<file path="src/rtl/cache_pkg.sv">
// Shared types and address-field constants for the
// direct-mapped instruction cache.
package cache_pkg;

  typedef enum logic [1:0] {
    S_IDLE,
    S_MEM_READ,
    S_UPDATE
  } state_e;

  localparam int BLOCK_BYTES     = 16;
  localparam int WORDS_PER_BLOCK = 4;
  localparam int WORD_BITS       = 32;
  localparam int BLOCK_BITS      = BLOCK_BYTES * 8;

  localparam int OFFSET_LSB   = 2;
  localparam int OFFSET_W     = 2;
  localparam int INDEX_LSB    = 4;
  localparam int BLOCK_ADDR_W = 28;

endpackage

</file>
<file path="src/rtl/icache_storage.sv">
// Valid/tag/data arrays: one combinational read port,
// one synchronous write port, async clear of valid bits.
module icache_storage
  import cache_pkg::*;
#(
  parameter int INDEX_BITS = 3,
  parameter int TAG_W      = BLOCK_ADDR_W - INDEX_BITS
) (
  input  logic                  clk_i,
  input  logic                  rst_i,
  input  logic [INDEX_BITS-1:0] rd_idx_i,
  output logic                  rd_valid_o,
  output logic [TAG_W-1:0]      rd_tag_o,
  output logic [BLOCK_BITS-1:0] rd_data_o,
  input  logic                  wr_en_i,
  input  logic [INDEX_BITS-1:0] wr_idx_i,
  input  logic [TAG_W-1:0]      wr_tag_i,
  input  logic [BLOCK_BITS-1:0] wr_data_i
);

  localparam int NB = 1 << INDEX_BITS;

  logic [NB-1:0]         valid_q;
  logic [TAG_W-1:0]      tag_q  [NB];
  logic [BLOCK_BITS-1:0] data_q [NB];

  // Valid bits: cleared by reset, set on a block fill
  always_ff @(posedge clk_i or posedge rst_i) begin
    if (rst_i) begin
      valid_q <= '0;
    end else if (wr_en_i) begin
      valid_q[wr_idx_i] <= 1'b1;
    end
  end

  // Tag and data payload, written on a block fill
  always_ff @(posedge clk_i) begin
    if (wr_en_i) begin
      tag_q[wr_idx_i]  <= wr_tag_i;
      data_q[wr_idx_i] <= wr_data_i;
    end
  end

  assign rd_valid_o = valid_q[rd_idx_i];
  assign rd_tag_o   = tag_q[rd_idx_i];
  assign rd_data_o  = data_q[rd_idx_i];

endmodule

</file>
<file path="src/rtl/instruction_cache.sv">
// Direct-mapped read-only instruction cache with a
// single-block refill FSM toward instruction memory.
module instruction_cache
  import cache_pkg::*;
#(
  parameter int INDEX_BITS = 3
) (
  input  logic                    CLK,
  input  logic                    RESET,
  input  logic [31:0]             PC,
  output logic [31:0]             INSTRUCTION,
  output logic                    BUSYWAIT,
  output logic                    MEM_READ,
  output logic [BLOCK_ADDR_W-1:0] MEM_ADDRESS,
  input  logic [BLOCK_BITS-1:0]   MEM_READDATA,
  input  logic                    MEM_BUSYWAIT
);

  localparam int TAG_W = BLOCK_ADDR_W - INDEX_BITS;

  state_e                  state_q;
  logic [BLOCK_ADDR_W-1:0] miss_addr_q;
  logic [BLOCK_BITS-1:0]   fill_q;
  logic                    mem_read_q;

  logic [INDEX_BITS-1:0] pc_idx;
  logic [TAG_W-1:0]      pc_tag;
  logic [OFFSET_W-1:0]   pc_off;

  logic                  rd_valid;
  logic [TAG_W-1:0]      rd_tag;
  logic [BLOCK_BITS-1:0] rd_data;

  logic [WORDS_PER_BLOCK-1:0][WORD_BITS-1:0] rd_words;

  logic hit;
  logic wr_en;
  logic unused_pc;

  assign pc_idx    = PC[INDEX_LSB +: INDEX_BITS];
  assign pc_tag    = PC[31 -: TAG_W];
  assign pc_off    = PC[OFFSET_LSB +: OFFSET_W];
  assign unused_pc = ^PC[1:0];
  assign rd_words  = rd_data;

  assign wr_en = (state_q == S_UPDATE);

  icache_storage #(
    .INDEX_BITS (INDEX_BITS),
    .TAG_W      (TAG_W)
  ) u_storage (
    .clk_i      (CLK),
    .rst_i      (RESET),
    .rd_idx_i   (pc_idx),
    .rd_valid_o (rd_valid),
    .rd_tag_o   (rd_tag),
    .rd_data_o  (rd_data),
    .wr_en_i    (wr_en),
    .wr_idx_i   (miss_addr_q[INDEX_BITS-1:0]),
    .wr_tag_i   (miss_addr_q[BLOCK_ADDR_W-1 -: TAG_W]),
    .wr_data_i  (fill_q)
  );

  // Hit detect; an unknown compare falls to the miss path
  always_comb begin
    hit = 1'b0;
    if (state_q == S_IDLE && rd_valid && rd_tag == pc_tag) begin
      hit = 1'b1;
    end
  end

  // Stall and instruction outputs, quiet during reset
  always_comb begin
    BUSYWAIT    = 1'b1;
    INSTRUCTION = 32'd0;
    if (RESET) begin
      BUSYWAIT = 1'b0;
    end else if (hit) begin
      BUSYWAIT    = 1'b0;
      INSTRUCTION = rd_words[pc_off];
    end
  end

  // Refill FSM: latch miss address, fetch block, write it
  always_ff @(posedge CLK or posedge RESET) begin
    if (RESET) begin
      state_q     <= S_IDLE;
      miss_addr_q <= '0;
      fill_q      <= '0;
      mem_read_q  <= 1'b0;
    end else begin
      unique case (state_q)
        S_IDLE: begin
          if (!hit) begin
            miss_addr_q <= PC[31:INDEX_LSB];
            mem_read_q  <= 1'b1;
            state_q     <= S_MEM_READ;
          end
        end
        S_MEM_READ: begin
          if (!MEM_BUSYWAIT) begin
            fill_q     <= MEM_READDATA;
            mem_read_q <= 1'b0;
            state_q    <= S_UPDATE;
          end
        end
        S_UPDATE: begin
          state_q <= S_IDLE;
        end
        default: begin
          state_q <= S_IDLE;
        end
      endcase
    end
  end

  assign MEM_READ    = mem_read_q;
  assign MEM_ADDRESS = miss_addr_q;

endmodule

</file>
<file path="config.mk">
export PLATFORM = sky130hd
export DESIGN_NAME = instruction_cache
export DESIGN_NICKNAME = d
export VERILOG_FILES = /design/src/rtl/cache_pkg.sv /design/src/rtl/icache_storage.sv /design/src/rtl/instruction_cache.sv
export SDC_FILE = /design/constraint.sdc
export NUM_CORES = 1
export LEC_CHECK = 0
export CORE_MARGIN = 3
export CORE_UTILIZATION = 43
export CTS_CLUSTER_SIZE = 30
export DETAILED_ROUTE_END_ITERATION = 16
export SLEW_MARGIN = 10
export SYNTH_ARGS = -nofsm -noshare
export SYNTH_HDL_FRONTEND = slang
export SYNTH_SLANG_ARGS = --single-unit
</file>
<file path="constraint.sdc">
create_clock -name CLK -period 20.7 [get_ports CLK]
set_input_delay 4.14 -clock CLK [delete_from_list [all_inputs] [get_ports CLK]]
set_output_delay 4.14 -clock CLK [all_outputs]
set_load 0.01 [all_outputs]
</file>
Word level (Yosys, flattened, before mapping). Memories as Yosys holds them, arrays and structs flattened. Cells that the tools add are included.

Register bits: 167. Bits in latches: 0. RAM bits: 1224. Bits in read-only memories: 0. Bits of input ports: 163. Output and inout bits: 62. Logic and storage cells: 47. Memories kept: 2.

Memories: u_storage.data_q (depth 8, width 128, rd ports 1, clocked after Yosys merged registers in 0, wr ports 1, line icache_storage.sv:25) `logic [BLOCK_BITS-1:0] data_q [NB];`; u_storage.tag_q (depth 8, width 25, rd ports 1, clocked after Yosys merged registers in 0, wr ports 1, line icache_storage.sv:24) `logic [TAG_W-1:0] tag_q [NB];`.

$add $sub $neg: 0. $mul: 0. Div/mod/pow operators: 0. $lt $le $gt $ge: 4. Eq/ne operators: 5. Shift operators: 0. Muxes and demuxes: 19. Bitwise operators: 3. Reduce and logical (&&, ||, !) cells: 9.

Operators with widths (count): $mux 32 (3); $bmux 32 s2 (1); $eq 25x25->1 (1); $mux 1 (9); $lt 3x4->1 const B (2); $or 8x8->8 (1); $reduce_and 2->1 (3); $mux 2 (2); $ne 2x2->1 const B (2); $pmux 2 s2 (1); $bmux 1 s3 (1); $demux 1 s3 (1); $ge 3x1->1 const B (1); $logic_and 1x1->1 (3); $lt 2x3->1 const B (1); $reduce_and 3->1 (1); $eq 2x1->1 const B (1); $eq 2x2->1 const B (1); $logic_not 2->1 (1); $not 1->1 (2); $pmux 1 s2 (1); $reduce_bool 2->1 (1).

Logic depth before layout (Yosys ltp).
Word-level depth: 7. Depth in mapped cells: 11. Depth with buffers taken out: 7.

Modules after synthesis. Synthesis repeated with hierarchy kept, for this count alone.

Cells, all modules: 2261. Area total of the unflattened synthesis: 53495.1 sq um.

Modules (own cells, without submodules): icache_storage (instances 1, cells each 1804, area an instance 46261.9 sq um, seq. area each 36955.4 sq um); instruction_cache (instances 1, cells each 457, area an instance 7233.2 sq um, seq. area each 3978.8 sq um).

Worst setup path after synthesis. Ideal clock, no wire load.

Path type: in2out. Start point: input port RESET. End point: output port INSTRUCTION[10]. Data arrival time: 8868 ps. Required time: 16560 ps. Slack: 7692 ps. Stages: 4. Buffers on the path: 1. Path through: inv_1 > nand4_1 > clkbuf_1 > nor2_1.

Cells in the longest elaborated chain, start to end: 1.

RTL lines: start: declaration (line instruction_cache.sv:9) `input logic RESET,`; $mux 32 (line instruction_cache.sv:76) `if (RESET) begin`; end: declaration (line instruction_cache.sv:11) `output logic [31:0] INSTRUCTION,`.

No other way between the ends.

Final worst setup path.
Start point: input port PC[4]. End point: output port INSTRUCTION[4].

Cells in the longest elaborated chain, start to end: 7. Elaborated cells between the ends (all ways): 12. Those cells by class: eq/ne: 1; mux: 7; reduce/logical: 2; memory: 2.

RTL lines: start: declaration (line instruction_cache.sv:10) `input logic [31:0] PC,`; parallel branches: the longest is 5 deep, another holds $mem_v2 8x25; $mux 32 * (line instruction_cache.sv:78) `end else if (hit) begin`; $mux 32 * (line instruction_cache.sv:76).

Every way passes the cells marked *. The select of a mux whose other input is x is not followed.

==> metrics.md <==
| Metric | Value |
|---|---|
| Status | `completed` |
| DR vias | `between 20000 and 25000` |
| IO buf count | `~220` |
| Count of clock tree sinks | `~1400` |
| Clk_lat worst skew | `approximately 0.73 ns` |
| Pin count of the biggest net entering global routing | `~120` |
| Worst R2R End | `u_storage.data_q[4][72]` |
| TritonCTS clock tree | `built` |
| Power Density | `110.5 mW/mm^2` |
| Max_cap viols | `0` |
| Ys Warns | `0` |
| Clock Tree Buf Depth | `3` |
| CTS Hold Buffers Added | `0` |
| Layout fillers | `approximately 9600` |
| Dpl cells | `4014` |
| Syn avg cell area | `between 20 and 25 um^2` |
| Starting Density | `0.4342` |
| Fin cells | `between 4000 and 5000` |
| Count of cell types in the netlist | `between 40 and 50` |
| DIE AREA | `0.1275 mm^2` |
| RSZ-0062 raised after global routing | `no` |
| VDD IR max | `roughly 0.077 mV` |
| Data arrival, critical path | `~8.7 ns` |
| Slew Viols, Final | `0` |
| Num rows | `~130` |
| Vias in the first global route | `between 20000 and 30000` |
| Routed wire length per instance | `around 27 um` |
| Static Leak | `20.19 nW` |
| Placed wire-length estimate | `63.22 mm` |
| Gates resized, CTS repair | `0` |
| Placer Congestion | `0.7239` |
| Final WS setup | `about 7.9 ns` |
| Clk slew on worst S/H paths | `about 0.060 ns` |
| Syn nets | `2398` |
| Core outline area | `~0.12 mm^2` |
| Die H | `357.0 um` |
| Post-CTS Setup Inserts | `0` |
| Fin. Hold Viols | `0` |
| Pwr Total | `slightly below 7 mW` |
| Tcrit/Tclk final | `0.6202` |
| Main synth FF type | `edfxtp_1` |
| Critical Path End Type | `output pin` |
| Initial antenna violation count | `10` |
| R2R setup slack | `approximately 17 ns` |
| Post-Syn Area | `between 0.05 and 0.06 mm^2` |
| R2r startpoint | `MEM_ADDRESS[0]` |
| Total grt overflow | `0` |
| I/O Pins | `225` |
| 1st-iter DRT viols | `between 1500 and 2000` |
| Post-synthesis cell count | `2235` |
| Critical path class | `input port to output pin` |
| H-tree levels | `4` |
| Most frequent cells in the layout | `edfxtp_1 (1224), mux4_2 (355), clkdlybuf4s50_1 (217)` |
| Slew HR | `0.2238` |
| CP max FO | `about 120` |
| Setup WS pre-CTS | `7.672 ns` |
| Peak Freq | `between 70 and 80 MHz` |
| Layout cells sized above 1 | `0.3049` |
| Sequential share of the synthesized area | `0.7725` |
| Hold path startpoint | `u_storage.valid_q[5]` |
| Final net count | `2698` |
| TNS Setup | `0 ns` |
| Area Growth Syn to Fin | `17.16%` |
| HP Class | `register to register` |
| Fin crit period | `roughly 13 ns` |
| Antenna viol nets, final | `0` |
| Setup violators final | `0` |
| Die Width | `357.0 um` |
| Via density | `5.537` |
| Worst reg-to-reg path cell count | `4` |
| Post-synth EDFFs | `about 1200` |
| Commonest non-fill, non-tap cell in the layout | `edfxtp_1` |
| Yosys reg bits | `1391` |
| Hold Path Sink | `u_storage.valid_q[5]` |
| Worst Hold Path Cells | `1` |
| CP Data Required Time | `between 15 and 20 ns` |
| Total CTS buffers | `between 100 and 150` |
| Clock Root Buffer | `clkbuf_16` |
| Router iterations before antenna repair | `5` |
| Post-synth ARST share | `0.1201` |
| Least-Margin Pin Slew | `roughly 1.2 ns` |
| First-pass GRT wire length | `172.6 mm` |
| Clock skew | `about 0.021 ns` |
| DRC | `0` |
| GRT Overall Usage | `0.1861` |
| WHS | `0.4619 ns` |
| WL final | `roughly 120 mm` |
| Crit start category | `input port` |
metrics by stage:
stage | area [um^2] | utilization
floorplan | 52990 | -
global placement | 57170 | 0.4685
detailed placement | 57170 | 0.4685
CTS | 62060 | 0.5086
global route | 62060 | 0.5086
finish | 62080 | 0.5087
report_power, final:
part | leakage, nW | total (mW) | internal (mW) | switching [mW]
combinational | 4.83 | 0.509 | 0.273 | 0.236
clock | 2.39 | 2.62 | 1.58 | 1.05
sequential | 13.0 | 3.73 | 3.47 | 0.251
worst max-delay path, stage by stage:
cell and delay (ns):
buf_8 0.64, buf_12 0.70, buf_4 0.96, mux4_2 0.61, mux4_2 0.46, mux2i_1 0.17
nor2_1 0.13, clkdlybuf4s50_1 0.53
final cells by class:
| cell class | instances | area (um^2) | area share |
|---|---|---|---|
| sequential | 1391 | 40930 | 0.6594 |
| clock inverter | 60 | 745.7 | 0.01201 |
| tap | 1625 | 2033 | 0.03275 |
| antenna | 7 | 17.52 | 0.0002822 |
| clock buffer | 208 | 4148 | 0.06681 |
| inverter | 3 | 18.77 | 0.0003023 |
| timing repair buffer | 264 | 2594 | 0.04178 |
| multi-input combinational | 731 | 11590 | 0.1867 |
logic make-up (layout without fill, tap and decap cells):
family                 Yosys count  after routing  share of synthesized area
AND/OR/NAND/NOR                 92             92                   0.009303
other                            0              7                          0
AO/OA/AOI/OAI                   28             28                   0.004109
XOR/XNOR                        18             18                   0.002975
buffers and inverters          113            535                   0.009964
multiplexers                   593            593                     0.2012
flip-flops                    1391           1391                     0.7725
state kept, by name, indices dropped and copies added, names as in the netlist:
name	flops
MEM_READ	1
MEM_ADDRESS	28
u_storage.valid_q	8
u_storage.data_q	1024
state_q	2
fill_q	128
u_storage.tag_q	200
synth_stat cells, types with 2 or more instances:
master,count,area [um^2]
a21oi_1,2,10.01
a22o_1,6,52.55
a22oi_1,5,37.54
and3_1,3,18.77
buf_1,9,33.78
buf_2,35,175.2
buf_4,8,60.06
buf_6,4,45.04
clkbuf_1,54,202.7
dfrtp_1,167,4179
edfxtp_1,1224,36760
inv_1,3,11.26
mux2_2,145,1633
mux2_4,20,300.3
mux2i_1,73,730.7
mux4_2,355,7995
nand2_1,6,22.52
nand2b_1,4,25.02
nand3b_1,2,15.01
nand4_1,4,25.02
nor2_1,43,161.4
nor2b_1,7,43.79
nor3_1,6,30.03
nor4_4,2,42.54
o21ai_0,3,15.01
o22ai_1,6,37.54
or2_2,9,56.30
xnor2_1,2,17.52
xor2_1,16,140.1
worst max path at each step:
stage / startpoint / end / slack, ns / cells after the start
6_report: PC[4] / INSTRUCTION[4] / 7.86 / 8
5_1_grt: PC[4] / INSTRUCTION[1] / 7.37 / 8
4_1_cts: PC[4] / INSTRUCTION[1] / 7.68 / 8
3_5_place_dp: PC[4] / INSTRUCTION[1] / 7.67 / 8
3_3_place_gp: PC[4] / INSTRUCTION[1] / 7.68 / 8
2_1_floorplan: RESET / INSTRUCTION[10] / 7.69 / 4
metal layers:
layer	track usage	routed length [um]	up-vias
met5	0	68	-
met4	0.05083	2458	10
met3	0.04161	6714	188
met2	0.3076	58330	589
met1	0.2511	48800	12910
li1	-	-	10050
No activity file was read; power rests on OpenSTA's default activity.
